File: config.mk
export PLATFORM = sky130hd
export DESIGN_NAME = vga_ram_writer_flat
export DESIGN_NICKNAME = d
export VERILOG_FILES = /design/src/rtl/vga_pkg.sv /design/src/rtl/vga_ram_writer_if.sv /design/src/rtl/vga_cmd_fifo.sv /design/src/rtl/vga_ram_writer.sv /design/src/flat_wrapper.sv
export SDC_FILE = /design/constraint.sdc
export NUM_CORES = 1
export LEC_CHECK = 0
export CAP_MARGIN = 5
export CORE_MARGIN = 5
export CORE_UTILIZATION = 30
export CTS_BUF_LIST = sky130_fd_sc_hd__clkbuf_8
export DETAILED_ROUTE_END_ITERATION = 10
export HOLD_SLACK_MARGIN = 0.1
export PLACE_DENSITY_LB_ADDON = 0.08
export RECOVER_POWER = 25
export SETUP_SLACK_MARGIN = 0.15
export SLEW_MARGIN = 30
export SYNTH_ARGS = -nofsm -noshare
export SYNTH_HDL_FRONTEND = slang
export SYNTH_SLANG_ARGS = --single-unit
File: constraint.sdc
create_clock -name clk -period 5.9 [get_ports clk]
set_input_delay 1.18 -clock clk [delete_from_list [all_inputs] [get_ports clk]]
set_output_delay 1.18 -clock clk [all_outputs]
set_load 0.02 [all_outputs]
File: src/rtl/vga_pkg.sv
// Shared VGA RAM width set and command record, used by both the writer and pixel-generator sides.
package vga_pkg;

  localparam int unsigned VGA_ADDR_W = 14;
  localparam int unsigned VGA_DATA_W = 16;

  typedef struct packed {
    logic                  fill;
    logic [VGA_ADDR_W-1:0] addr;
    logic [VGA_DATA_W-1:0] data;
    logic [VGA_ADDR_W-1:0] len;
  } vga_cmd_t;

  typedef enum logic [1:0] {
    ST_IDLE,
    ST_WRITE,
    ST_FILL
  } wr_state_e;

endpackage

File: src/rtl/vga_ram_writer_if.sv
// CPU-side command handshake for the VGA RAM writer.
interface vga_ram_writer_if
  import vga_pkg::*;
#(
  parameter int unsigned ADDR_W = VGA_ADDR_W,
  parameter int unsigned DATA_W = VGA_DATA_W
);

  logic              cmd_valid;
  logic              cmd_ready;
  logic              cmd_fill;
  logic [ADDR_W-1:0] cmd_addr;
  logic [DATA_W-1:0] cmd_data;
  logic [ADDR_W-1:0] cmd_len;

  modport master (
    output cmd_valid,
    output cmd_fill,
    output cmd_addr,
    output cmd_data,
    output cmd_len,
    input  cmd_ready
  );

  modport slave (
    input  cmd_valid,
    input  cmd_fill,
    input  cmd_addr,
    input  cmd_data,
    input  cmd_len,
    output cmd_ready
  );

endinterface

File: src/rtl/vga_cmd_fifo.sv
// Count-based synchronous FIFO holding queued VGA write commands.
module vga_cmd_fifo
  import vga_pkg::*;
#(
  parameter int unsigned FIFO_DEPTH = 4,
  parameter type         entry_t    = vga_cmd_t,
  localparam int unsigned PTR_W     = $clog2(FIFO_DEPTH),
  localparam int unsigned CNT_W     = PTR_W + 1
) (
  input  logic             clk,
  input  logic             rst,
  input  logic             push,
  input  entry_t           din,
  input  logic             pop,
  output entry_t           dout,
  output logic             full,
  output logic             empty,
  output logic [CNT_W-1:0] count
);

  entry_t           mem [FIFO_DEPTH];
  logic [PTR_W-1:0] wr_ptr_q, wr_ptr_d;
  logic [PTR_W-1:0] rd_ptr_q, rd_ptr_d;
  logic [CNT_W-1:0] count_q, count_d;
  logic             do_push, do_pop;

  assign full    = (count_q == CNT_W'(FIFO_DEPTH));
  assign empty   = (count_q == '0);
  assign count   = count_q;
  assign dout    = mem[rd_ptr_q];
  assign do_push = push && !full;
  assign do_pop  = pop && !empty;

  always_comb begin
    wr_ptr_d = wr_ptr_q;
    rd_ptr_d = rd_ptr_q;
    count_d  = count_q;
    if (do_push) wr_ptr_d = wr_ptr_q + PTR_W'(1);
    if (do_pop)  rd_ptr_d = rd_ptr_q + PTR_W'(1);
    case ({do_push, do_pop})
      2'b10:   count_d = count_q + CNT_W'(1);
      2'b01:   count_d = count_q - CNT_W'(1);
      default: count_d = count_q;
    endcase
  end

  always_ff @(posedge clk or posedge rst) begin
    if (rst) begin
      wr_ptr_q <= '0;
      rd_ptr_q <= '0;
      count_q  <= '0;
    end else begin
      wr_ptr_q <= wr_ptr_d;
      rd_ptr_q <= rd_ptr_d;
      count_q  <= count_d;
    end
  end

  always_ff @(posedge clk) begin
    if (do_push) mem[wr_ptr_q] <= din;
  end

endmodule

File: src/rtl/vga_ram_writer.sv
// Drains queued store/fill commands onto VGA RAM port B at up to one word per clock.
module vga_ram_writer
  import vga_pkg::*;
#(
  parameter int unsigned ADDR_W     = VGA_ADDR_W,
  parameter int unsigned DATA_W     = VGA_DATA_W,
  parameter int unsigned FIFO_DEPTH = 4
) (
  input  logic                clk,
  input  logic                rst,
  vga_ram_writer_if.slave     cmd,
  output logic                ram_we,
  output logic [ADDR_W-1:0]   ram_addr,
  output logic [DATA_W-1:0]   ram_din,
  output logic                busy
);

  localparam int unsigned CNT_W = $clog2(FIFO_DEPTH) + 1;

  wr_state_e         state_q, state_d;
  logic              ram_we_q, ram_we_d;
  logic [ADDR_W-1:0] ram_addr_q, ram_addr_d;
  logic [DATA_W-1:0] ram_din_q, ram_din_d;
  logic [ADDR_W-1:0] rem_q, rem_d;
  logic              busy_q, busy_d;
  logic              cmd_ready_q, cmd_ready_d;

  vga_cmd_t          push_entry, head;
  logic              push, pop, full, empty;
  logic [CNT_W-1:0]  count;

  assign push          = cmd.cmd_valid && cmd_ready_q;
  assign cmd.cmd_ready = cmd_ready_q;
  assign ram_we        = ram_we_q;
  assign ram_addr      = ram_addr_q;
  assign ram_din       = ram_din_q;
  assign busy          = busy_q;

  always_comb begin
    push_entry.fill = cmd.cmd_fill;
    push_entry.addr = cmd.cmd_addr;
    push_entry.data = cmd.cmd_data;
    push_entry.len  = cmd.cmd_len;
  end

  vga_cmd_fifo #(
    .FIFO_DEPTH (FIFO_DEPTH),
    .entry_t    (vga_cmd_t)
  ) u_fifo (
    .clk   (clk),
    .rst   (rst),
    .push  (push),
    .din   (push_entry),
    .pop   (pop),
    .dout  (head),
    .full  (full),
    .empty (empty),
    .count (count)
  );

  // rem_q counts words still to issue after the one currently on the bus;
  // the last word of any command is always presented from ST_WRITE, so
  // chaining to the next head needs only one place.
  always_comb begin
    state_d    = state_q;
    ram_we_d   = 1'b0;
    ram_addr_d = ram_addr_q;
    ram_din_d  = ram_din_q;
    rem_d      = rem_q;
    pop        = 1'b0;
    unique case (state_q)
      ST_IDLE, ST_WRITE: begin
        state_d = ST_IDLE;
        if (!empty) begin
          pop = 1'b1;
          if (!head.fill) begin
            ram_we_d   = 1'b1;
            ram_addr_d = head.addr;
            ram_din_d  = head.data;
            state_d    = ST_WRITE;
          end else if (head.len != '0) begin
            ram_we_d   = 1'b1;
            ram_addr_d = head.addr;
            ram_din_d  = head.data;
            rem_d      = head.len - ADDR_W'(1);
            state_d    = (head.len == ADDR_W'(1)) ? ST_WRITE : ST_FILL;
          end
        end
      end
      ST_FILL: begin
        ram_we_d   = 1'b1;
        ram_addr_d = ram_addr_q + ADDR_W'(1);
        rem_d      = rem_q - ADDR_W'(1);
        if (rem_q == ADDR_W'(1)) state_d = ST_WRITE;
      end
      default: state_d = ST_IDLE;
    endcase
  end

  // A pop never raises ready in the same cycle; a push into the last free slot drops it.
  always_comb begin
    cmd_ready_d = !full && !(push && !pop && (count == CNT_W'(FIFO_DEPTH - 1)));
    busy_d      = !empty || (state_q != ST_IDLE) || ram_we_q;
  end

  always_ff @(posedge clk or posedge rst) begin
    if (rst) begin
      state_q     <= ST_IDLE;
      ram_we_q    <= 1'b0;
      ram_addr_q  <= '0;
      ram_din_q   <= '0;
      rem_q       <= '0;
      busy_q      <= 1'b0;
      cmd_ready_q <= 1'b0;
    end else begin
      state_q     <= state_d;
      ram_we_q    <= ram_we_d;
      ram_addr_q  <= ram_addr_d;
      ram_din_q   <= ram_din_d;
      rem_q       <= rem_d;
      busy_q      <= busy_d;
      cmd_ready_q <= cmd_ready_d;
    end
  end

endmodule
File: src/flat_wrapper.sv
// flat-port wrapper written by rule: the top's interface ports become plain ports
module vga_ram_writer_flat import vga_pkg::*;
#(
  parameter int unsigned ADDR_W     = VGA_ADDR_W,
  parameter int unsigned DATA_W     = VGA_DATA_W,
  parameter int unsigned FIFO_DEPTH = 4
)
  (clk, rst, ram_we, ram_addr, ram_din, busy, cmd_cmd_valid, cmd_cmd_fill, cmd_cmd_addr, cmd_cmd_data, cmd_cmd_len, cmd_cmd_ready);
  vga_ram_writer_if #(.ADDR_W(ADDR_W), .DATA_W(DATA_W)) cmd_i ();
  input  logic clk;
  input  logic rst;
  output logic ram_we;
  output logic [ADDR_W-1:0] ram_addr;
  output logic [DATA_W-1:0] ram_din;
  output logic busy;
  input wire logic [$bits(cmd_i.cmd_valid)-1:0] cmd_cmd_valid;
  input wire logic [$bits(cmd_i.cmd_fill)-1:0] cmd_cmd_fill;
  input wire logic [$bits(cmd_i.cmd_addr)-1:0] cmd_cmd_addr;
  input wire logic [$bits(cmd_i.cmd_data)-1:0] cmd_cmd_data;
  input wire logic [$bits(cmd_i.cmd_len)-1:0] cmd_cmd_len;
  output wire logic [$bits(cmd_i.cmd_ready)-1:0] cmd_cmd_ready;
  assign cmd_i.cmd_valid = cmd_cmd_valid;
  assign cmd_i.cmd_fill = cmd_cmd_fill;
  assign cmd_i.cmd_addr = cmd_cmd_addr;
  assign cmd_i.cmd_data = cmd_cmd_data;
  assign cmd_i.cmd_len = cmd_cmd_len;
  assign cmd_cmd_ready = cmd_i.cmd_ready;
  vga_ram_writer #(.ADDR_W(ADDR_W), .DATA_W(DATA_W), .FIFO_DEPTH(FIFO_DEPTH)) u_core (.clk(clk), .rst(rst), .cmd(cmd_i), .ram_we(ram_we), .ram_addr(ram_addr), .ram_din(ram_din), .busy(busy));
endmodule
==> flow_metrics.py <==
metrics = {
    "status": {
        "outcome": "finished clean",
    },
    "pwr": {
        "power.switching_uw": 2290,
        "seqPwrFrac_pct": 39.8,
        "p_per_area_mw_per_mm2": 542.3,
        "power_uw": 6494,
        "clkPwrFrac_pct": 23.2,
        "vdd_drop_max_mv": 0.1986,
        "p_leak_uw": 0.004172,
        "power.internal_uw": 4204,
        "netSwitchingFraction_pct": 35.27,
        "p_comb_share_pct": 37.0,
    },
    "routing": {
        "dr.pass1.iters": 4,
        "viasPerCell": 4.725,
        "routed_wirelength_um": 23450,
        "vias": 5434,
        "drtIter0Drc": 250,
        "drc_errors": 0,
        "ant_nets": 0,
        "wl_per_cell_um": 20.39,
    },
    "clock_tree": {
        "h-tree-depth": 2,
        "tritoncts": "built",
        "cts-root-buf": "clkbuf_8",
        "cts_buffers": 44,
        "postCtsResizedCells": 0,
        "cts.sinks": 236,
        "insertion_delay_ns": 0.55,
        "path_clk_slew_ns": 0.06,
        "postCtsSetupBuffers": 0,
        "cts_buffer_depth": 3,
        "cts.hold.buffers_added": 0,
    },
    "flow_run": {
        "drv_cap": 0,
    },
    "logic_synthesis": {
        "ys_ff_latch": 236,
        "synth_ff_type": "edfxtp_1",
        "synth_edf_count": 180,
        "synth_top_area_share_pct": 55.18,
        "syn_nets": 621,
        "synthCells": 562,
        "ys_types": 56,
        "synth_warnings": 0,
        "yosys.area.top_type": "edfxtp_1",
        "ys_seq_area_share_pct": 69.49,
        "postSynthAreaPerCell_um2": 17.43,
        "syn_area_mm2": 0.009796,
        "synth_area_leaders": "edfxtp_1 (55%), dfrtp_1 (14%), mux4_2 (10%), mux2_4 (2.3%), ha_1 (1.3%)",
        "synthArstFlopShare_pct": 23.73,
    },
    "sta": {
        "rsz0062_at_grt": "no",
        "tns_ns": 0,
        "relSlewSlack_pct": 39.74,
        "slew_viol_final": 0,
        "hold_viol_final": 0,
        "setup_viol": 0,
        "finClkSkew_ns": 0.02515,
        "fmax_ghz": 0.2716,
        "period_needed_ns": 3.682,
        "tightest_slew_ns": 0.8999,
        "period_share_pct": 62.41,
    },
    "floorplan": {
        "start_util_pct": 30.26,
        "rows": 66,
        "num_io_pins": 81,
        "dieArea_mm2": 0.03637,
        "die_x_um": 190.7,
        "dieHeight_um": 190.7,
        "coreArea_mm2": 0.03237,
    },
    "setup_path": {
        "critPathKind": "flip-flop to flip-flop",
        "critPathArrivalTime_ns": 4.12,
        "cp_common_cell": "inv_1",
        "start_kind": "flip-flop",
        "worst-path-buf-inv": 3,
        "required_ns": 6.34,
        "crit_fanout": 21,
        "end_kind": "flip-flop",
        "crit_slowest_cell": "dfrtp_2",
        "worstPathCellList": "mux4_2 > inv_1 > ha_1 > inv_1 > or4_4 > nor4_4 > a21oi_4 > buf_16 > mux2_4",
        "cp_slowest_stage_delay_ns": 0.76,
        "crit_family": "simple AND/OR/NAND/NOR gates",
    },
    "finish": {
        "utilization_pct": 37.00,
        "final_nets": 732,
        "n_antenna_cell": 0,
        "drive_above_1_share_pct": 20.90,
        "area_delta_synth_final_pct": 22.26,
        "fin_cells": 1150,
    },
    "placed_design": {
        "place.detailed.hpwl_um": 15050,
        "port_buffers": 80,
        "place_inst": 1069,
        "routabilityCongestion": 0.7568,
    },
    "global_routing": {
        "grt_pass1_vias": 5957,
        "antenna_found_initial": 0,
        "grt_usage_pct": 13.10,
        "grt_max_degree": 40,
        "grt_first_pass_wirelength_um": 36380,
        "globalRouteOverflowTotal": 0,
    },
    "worst_hold_path": {
        "min_path_type": "flip-flop to flip-flop",
    },
}
worst register-to-register path, delay by kind of cell, from the launching register on:
kind                     cells  cell delay [ns]
flip-flops                   1             0.76
AO/OA/AOI/OAI                1             0.27
AND/OR/NAND/NOR              2             1.14
buffers and inverters        3             0.40
multiplexers                 2             0.79
adder cells (fa/ha/maj)      1             0.22
synth_stat cells, drive strengths merged, types with 5 or more instances:
library cell and n:
buf 12, mux2 16, nor2 18, nor4 8
clkbuf 12, nand3 11, xor2 8, xnor2 13
and2 7, ha 10, inv 18, edfxtp 180
nor3 16, or3 6, o21ai 5, and3 9
a21oi 10, dfrtp 56, a211oi 13, or2 5
nand2 25, mux4 45, nand4 5
power by group through the flow:
stage          clock network [µW]  logic, µW  registers (µW)
2_1_floorplan                   0       1580            2620
3_3_place_gp                    0       2420            2610
3_5_place_dp                    0       2450            2620
4_1_cts                      1570       2470            2600
5_1_grt                      1660       2620            2640
6_report                     1510       2400            2580
cell usage in the layout (no fill, tap or decap), types with 4 or more instances in the layout:
| cell type | n |
|---|---|
| nand3_1 | 11 |
| nor2_1 | 18 |
| dlygate4sd3_1 | 32 |
| inv_1 | 28 |
| nand4_1 | 5 |
| clkdlybuf4s50_1 | 48 |
| clkinv_1 | 12 |
| dfrtp_1 | 54 |
| clkinv_2 | 8 |
| o21ai_0 | 5 |
| ha_1 | 10 |
| nor3_1 | 16 |
| a211o_1 | 4 |
| mux2i_1 | 4 |
| or2_2 | 5 |
| clkbuf_8 | 46 |
| nand2_1 | 25 |
| or3_1 | 6 |
| mux2_4 | 15 |
| edfxtp_1 | 180 |
| and2_2 | 4 |
| and3_1 | 9 |
| a21oi_1 | 9 |
| xnor2_1 | 13 |
| buf_4 | 8 |
| mux4_2 | 45 |
| xor2_1 | 8 |
| a211oi_1 | 13 |
| o211ai_1 | 4 |
| nor4_1 | 7 |
metrics by stage:
step           hold slack [ns]  worst slack [ns]  cell area [µm²]
2_1_floorplan           0.4580             2.410             9796
4_1_cts                 0.4955             2.163            11980
6_report                0.4985             2.218            11980
3_5_place_dp            0.4817             2.001            11130
3_3_place_gp            0.4738             2.045            11100
5_1_grt                 0.5152             1.998            11980
sequential cells by signal (all words and copies together), names as in the netlist:
signal / count
u_core.u_fifo.mem: 180
u_core.ram_din: 16
u_core.ram_addr: 14
u_core.rem_q: 14
u_core.u_fifo.count: 3
u_core.state_q: 2
u_core.u_fifo.rd_ptr_q: 2
u_core.u_fifo.wr_ptr_q: 2
u_core.busy: 1
u_core.cmd.cmd_ready: 1
u_core.ram_we: 1
logic make-up (layout without fill, tap and decap cells):
kind of cell / Yosys count / count (layout) / share of synthesized area [%]
AOI/OAI and AO/OA: 63 / 63 / 5.058
buffers and inverters: 42 / 188 / 1.993
xor gates and xnor gates: 21 / 21 / 1.878
DFF: 236 / 236 / 69.49
adders and majority gates: 11 / 11 / 1.482
muxes: 65 / 65 / 13.17
and+or+nand+nor: 124 / 124 / 6.936
per-layer routing:
layer | GRT usage [%] | wire length (µm) | share of wire (%) | vias up
met3 | 2.948 | 1037 | 4.4 | 38
met4 | 3.895 | 500 | 2.1 | 0
met1 | 16.75 | 10260 | 44 | 2818
met2 | 22.37 | 11650 | 50 | 107
li1 | - | - | - | 2471
met5 | 0 | 0 | 0 | -
cell type report:
class | count | area, µm²
sequential | 236 | 6812
fill | 3098 | 20390
inverter | 18 | 67.56
multi-input combinational | 284 | 2809
clock inverter | 35 | 214.0
clock buffer | 46 | 633.1
tap | 442 | 553.0
timing repair buffer | 89 | 888.4
worst paths after layout:
| path | from | to | slack (ns) | cells past startpoint |
|---|---|---|---|---|
| worst min register to register | u_core.ram_we$_DFF_PP0_ | u_core.busy$_DFF_PP0_ | 0.50 | 1 |
| min in group asynchronous | rst | u_core.ram_din[15]$_DFFE_PP0P_ | 0.99 | 2 |
| max in group asynchronous | rst | u_core.u_fifo.rd_ptr_q[1]$_DFFE_PP0P_ | 3.90 | 3 |
| worst max register to register | u_core.u_fifo.rd_ptr_q[1]$_DFFE_PP0P_ | u_core.ram_din[7]$_DFFE_PP0P_ | 2.22 | 9 |
| worst min-delay path | u_core.ram_we$_DFF_PP0_ | u_core.busy$_DFF_PP0_ | 0.50 | 1 |
| worst max-delay path | u_core.u_fifo.rd_ptr_q[1]$_DFFE_PP0P_ | u_core.ram_din[7]$_DFFE_PP0P_ | 2.22 | 9 |
Note: power is estimated with default switching activity, not from simulation.
